--- src/rtl/ysyx_22050535_ifu.sv ---
// ---------------------------------------------------------------------------
// ysyx_22050535_ifu
// Instruction fetch unit. Holds the program counter and issues one fetch at a
// time to instruction memory. It buffers the returned word and hands it to
// decode together with its PC. Execute can redirect the PC at any point.
//
// Ports
//   clk, rst_n            clock (rising edge), asynchronous active-low reset
//   req_valid/req_ready   fetch request handshake, req_addr = current PC
//   resp_valid/resp_data  memory response (always accepted), resp_err = fault
//   inst_valid/inst_ready decode handshake; inst, inst_pc, inst_fault payload
//   redirect_valid/_pc    load a new PC (jump / taken branch)
//
// All outputs decode directly from registers. There is no combinational path
// from any input to any output.
// ---------------------------------------------------------------------------
module ysyx_22050535_ifu #(
    parameter int                    ADDR_WIDTH = 32,
    parameter logic [ADDR_WIDTH-1:0] RESET_PC   = 32'h8000_0000
) (
    input  logic                  clk,
    input  logic                  rst_n,
    output logic                  req_valid,
    input  logic                  req_ready,
    output logic [ADDR_WIDTH-1:0] req_addr,
    input  logic                  resp_valid,
    input  logic [31:0]           resp_data,
    input  logic                  resp_err,
    output logic                  inst_valid,
    input  logic                  inst_ready,
    output logic [31:0]           inst,
    output logic [ADDR_WIDTH-1:0] inst_pc,
    output logic                  inst_fault,
    input  logic                  redirect_valid,
    input  logic [ADDR_WIDTH-1:0] redirect_pc
);

    typedef enum logic [1:0] {
        S_IDLE = 2'd0,
        S_REQ  = 2'd1,
        S_WAIT = 2'd2,
        S_HOLD = 2'd3
    } state_t;

    localparam logic [ADDR_WIDTH-1:0] PC_STEP = ADDR_WIDTH'(3'd4);

    // Every PC load goes through here so that the PC always stays word aligned.
    function automatic logic [ADDR_WIDTH-1:0] align_pc(input logic [ADDR_WIDTH-1:0] a);
        return {a[ADDR_WIDTH-1:2], 2'b00};
    endfunction

    state_t                  r_state;
    logic [ADDR_WIDTH-1:0]   r_pc;
    logic [31:0]             r_inst;
    logic                    r_fault;
    logic                    r_drop;   // an issued request is stale; discard its response

    state_t                  w_state_nxt;
    logic [ADDR_WIDTH-1:0]   w_pc_nxt;
    logic [31:0]             w_inst_nxt;
    logic                    w_fault_nxt;
    logic                    w_drop_nxt;

    // Next-state and next-register computation for the fetch FSM.
    always_comb begin
        w_state_nxt = r_state;
        w_pc_nxt    = r_pc;
        w_inst_nxt  = r_inst;
        w_fault_nxt = r_fault;
        w_drop_nxt  = r_drop;
        case (r_state)
            S_IDLE: begin
                w_state_nxt = S_REQ;
            end
            S_REQ: begin
                if (redirect_valid) begin
                    w_pc_nxt = align_pc(redirect_pc);
                end else begin
                    w_pc_nxt = r_pc;
                end
                // A request that fires together with a redirect fetches the
                // old PC, so its response must be thrown away.
                if (req_ready) begin
                    w_state_nxt = S_WAIT;
                    w_drop_nxt  = redirect_valid;
                end else begin
                    w_state_nxt = S_REQ;
                end
            end
            S_WAIT: begin
                if (redirect_valid && resp_valid) begin
                    // The stale response arrives with the redirect. Nothing is
                    // left outstanding, so refetch right away.
                    w_pc_nxt    = align_pc(redirect_pc);
                    w_drop_nxt  = 1'b0;
                    w_state_nxt = S_REQ;
                end else if (redirect_valid) begin
                    w_pc_nxt   = align_pc(redirect_pc);
                    w_drop_nxt = 1'b1;
                end else if (resp_valid && r_drop) begin
                    w_drop_nxt  = 1'b0;
                    w_state_nxt = S_REQ;
                end else if (resp_valid) begin
                    w_inst_nxt  = resp_data;
                    w_fault_nxt = resp_err;
                    w_state_nxt = S_HOLD;
                end else begin
                    w_state_nxt = S_WAIT;
                end
            end
            S_HOLD: begin
                // A redirect has priority over +4 even when decode takes the
                // instruction in the same cycle.
                if (redirect_valid) begin
                    w_pc_nxt    = align_pc(redirect_pc);
                    w_state_nxt = S_REQ;
                end else if (inst_ready) begin
                    w_pc_nxt    = align_pc(r_pc + PC_STEP);
                    w_state_nxt = S_REQ;
                end else begin
                    w_state_nxt = S_HOLD;
                end
            end
            default: begin
                w_state_nxt = S_IDLE;
            end
        endcase
    end

    // State and datapath registers, asynchronously reset.
    always_ff @(posedge clk or negedge rst_n) begin
        if (!rst_n) begin
            r_state <= S_IDLE;
            r_pc    <= align_pc(RESET_PC);
            r_inst  <= 32'h0000_0000;
            r_fault <= 1'b0;
            r_drop  <= 1'b0;
        end else begin
            r_state <= w_state_nxt;
            r_pc    <= w_pc_nxt;
            r_inst  <= w_inst_nxt;
            r_fault <= w_fault_nxt;
            r_drop  <= w_drop_nxt;
        end
    end

    assign req_valid  = (r_state == S_REQ);
    assign inst_valid = (r_state == S_HOLD);
    assign req_addr   = r_pc;
    assign inst_pc    = r_pc;
    assign inst       = r_inst;
    assign inst_fault = r_fault;

endmodule

--- config.mk ---
export PLATFORM = sky130hd
export DESIGN_NAME = ysyx_22050535_ifu
export DESIGN_NICKNAME = d
export VERILOG_FILES = /design/src/rtl/ysyx_22050535_ifu.sv
export SDC_FILE = /design/constraint.sdc
export NUM_CORES = 1
export LEC_CHECK = 0
export BUFFER_PORTS_ARGS = -buffer_cell sky130_fd_sc_hd__buf_2
export CORE_MARGIN = 2
export CORE_UTILIZATION = 44
export CTS_CLUSTER_DIAMETER = 120
export DETAILED_ROUTE_END_ITERATION = 16
export PLACE_DENSITY = 0.83
export SKIP_LAST_GASP = 1
export SLEW_MARGIN = 5
export SYNTH_ARGS = -nofsm -noshare
export SYNTH_HDL_FRONTEND = slang
export SYNTH_SLANG_ARGS = --single-unit
--- constraint.sdc ---
create_clock -name clk -period 1.72 [get_ports clk]
set_clock_uncertainty 0.05 [all_clocks]
set_input_delay 0.086 -clock clk [delete_from_list [all_inputs] [get_ports clk]]
set_output_delay 0.086 -clock clk [all_outputs]
set_load 0.1 [all_outputs]
==> flow_summary.json <==
{
  "cap_viol_max_count": 0,
  "clock_latency_ns": 0.35,
  "crit_end": "inst_pc[26]",
  "worst_slack_ns": -0.136,
  "avgSynthCellArea_um2": 9.88,
  "fin_hold_ws_ns": -0.00111,
  "worst_pin_slew_ns": 0.503,
  "ys_types": 63,
  "rr_worst_depth": 6,
  "yosys_warnings": 0,
  "grt_overflow_total": 0,
  "yosys-top-cells-area": "dfrtp_1 42%, mux2_2 9.7%, buf_4 6.3%, a21oi_1 3.4%, o21ai_0 2.8%",
  "path_max_fanout": 8,
  "die_h_um": 98.8,
  "grt_pass1_vias": 4541,
  "numPortBuffers": 167,
  "crit_start": "r_state[0]",
  "syn_area_mm2": 0.00395,
  "drc": 0,
  "synth_area_leader_cell": "dfrtp_1",
  "wl_per_cell_um": 19.9,
  "cts.sinks": 68,
  "rows": 34,
  "ys_async_sr_fraction_pct": 100,
  "antenna_cells": 0,
  "post-route-util_pct": 77.5,
  "core_area_mm2": 0.00872,
  "critPathLaunchType": "flip-flop",
  "ios": 170,
  "h-tree-depth": 3,
  "fin_nets": 748,
  "syn-num-nets": 476,
  "relSlewSlack_pct": 66.7,
  "finalWirelength_um": 15700,
  "finalCritPeriodShare_pct": 108,
  "cts.clk_slew.worst_paths_ns": 0.08,
  "violations": "hold timing, setup timing",
  "finalHoldViolations": 1,
  "timing.fmax_mhz": 539,
  "cts-root-buf": "clkbuf_8",
  "tritoncts": "built",
  "fin_crit_ns": 1.86,
  "drive_gt1_share_pct": 60.9,
  "status": "finished with violations",
  "ys_seq_elements": 68,
  "cts_max_path_buffers": 2,
  "synth_edf_count": 0,
  "grt_first_pass_wirelength_um": 22100,
  "firstDrtPassIters": 5,
  "synthCells": 400,
  "vias": 4569,
  "die_x_um": 98.8,
  "numCtsBuffers": 9,
  "setup_violations": 47,
  "final_max_slew_viol_count": 0,
  "gp_congestion": 0.912,
  "hp-class": "in -> reg",
  "crit_arrival_ns": 2.04,
  "synth_ff_type": "dfrtp_1",
  "worstSetupPathType": "reg -> reg",
  "antenna_found_initial": 0,
  "final_antenna_net_count": 0,
  "dieArea_mm2": 0.00975,
  "critPathCaptureType": "flip-flop",
  "areaGrowthSynthToFinish_pct": 71.1,
  "ff2ff_setup_slack_ns": -0.14,
  "dpl_worst_slack_ns": -0.182,
  "dp_hpwl_um": 9170,
  "r2r_start": "r_state[0]",
  "r2r-end": "inst_pc[26]",
  "grt_max_degree": 69,
  "grt.total_usage_pct": 28.0,
  "synth_top_cell_area_share_pct": 42.4,
  "drt_iter0_drc": 298,
  "grt_setup_unrepaired": "yes",
  "crit_required_ns": 1.90,
  "initial_core_util_pct": 45.3,
  "fin_tns_setup_ns": -2.35,
  "synth.yosys.seq_area_share_pct": 43.1,
  "via_per_inst": 5.82
}
cell usage after synthesis (3+ instances only):
| cell | n |
|---|---|
| mux2i_1 | 4 |
| o31ai_1 | 6 |
| buf_2 | 7 |
| nand2b_1 | 4 |
| a211oi_1 | 3 |
| and3_1 | 7 |
| clkbuf_1 | 9 |
| nand4_1 | 7 |
| nor4_1 | 3 |
| o22ai_1 | 8 |
| a31oi_1 | 8 |
| inv_1 | 9 |
| mux2_2 | 34 |
| o21ai_1 | 3 |
| or3_1 | 3 |
| ha_1 | 5 |
| a32oi_1 | 4 |
| o21ai_0 | 22 |
| a22oi_1 | 5 |
| nand3_1 | 15 |
| dfrtp_1 | 67 |
| nor2_1 | 26 |
| o21a_1 | 3 |
| a21oi_1 | 27 |
| nor3_1 | 5 |
| nand2_1 | 29 |
| buf_4 | 33 |
repair_timing:
action / CTS / global route
endpoints found under the setup margin: 61 / 63
hold buffers: 44 / 0
cloned: 1 / 3
endpoints found under the hold margin: 110 / 0
pin swaps: 15 / 16
setup buffers: 15 / 11
gates resized for setup: 28 / 89
critical path: stages (launching register included):
cell and delay, ns:
dfrtp_2 0.43, ha_4 0.19, and4b_1 0.25, nor4b_4 0.24
buf_6 0.17, a31oi_1 0.08, or3_1 0.32
state kept, by name, summed over array words and instances (netlist names):
signal and cells:
r_drop 1, inst 32, inst_fault 1, inst_pc 32, r_state 2
metal layers:
metal | share of wire (%) | up-vias | track usage [%]
met2 | 49 | 337 | 48.3
met1 | 38 | 2167 | 34.8
met4 | 4.2 | 0 | 11.4
met3 | 8.7 | 66 | 4.89
li1 | - | 1999 | -
met5 | 0 | - | 0
cell families (layout without fill, tap and decap cells):
family / after synthesis / after routing / synth area share (%)
compound gates: 106 / 106 / 17.1
xor+xnor: 3 / 3 / 0.665
fa+ha+maj: 5 / 5 / 1.58
simple gates: 121 / 121 / 17.9
mux: 38 / 38 / 10.7
buf+inv: 59 / 336 / 8.96
flops: 68 / 68 / 43.1
area by class of cell:
type,count,area (um^2)
repair buffers,311,2210
clock inverters,4,70.1
flip-flops and latches,68,1790
multi-input cells,273,2350
fillers,516,1960
well taps,108,135
clock buffers,12,165
inverters,9,36.3
per-stage QoR:
step / std cells / hold WS, ns / area, um^2
finish: 785 / -0.00111 / 6760
global route: 785 / 0.00383 / 6760
CTS: 772 / 0.000346 / 6280
detailed placement: 696 / 0.0884 / 5350
global placement: 696 / 0.0811 / 5350
floorplan: 400 / -0.260 / 4180
how the worst min path moves through the flow:
stage | startpoint | to | cells after the start | slack, ns
6_report | redirect_pc[29] | inst_pc[29] | 3 | -0.001
5_1_grt | redirect_pc[19] | inst_pc[19] | 3 | 0.004
4_1_cts | redirect_pc[28] | inst_pc[28] | 3 | 0.0003
3_5_place_dp | rst_n | inst_pc[9] | 2 | 0.09
3_3_place_gp | rst_n | inst_pc[9] | 2 | 0.08
2_1_floorplan | rst_n | inst[0] | 0 | -0.26
cell usage in the layout (no fill, tap or decap), drive strengths merged, types with 8 or more instances in the layout:
master | Yosys | layout
a21oi | 27 | 27
a31oi | 8 | 8
and3 | 8 | 8
buf | 41 | 264
clkbuf | 9 | 15
dfrtp | 67 | 67
dlygate4sd3 | 0 | 44
inv | 9 | 9
mux2 | 34 | 34
nand2 | 29 | 29
nand3 | 16 | 16
nand4 | 9 | 9
nor2 | 27 | 27
o21ai | 25 | 25
o22ai | 8 | 8
Power is left out: the tool's default activity adds up to more than one toggle a clock period on the data nets, which glitch-free logic cannot reach.
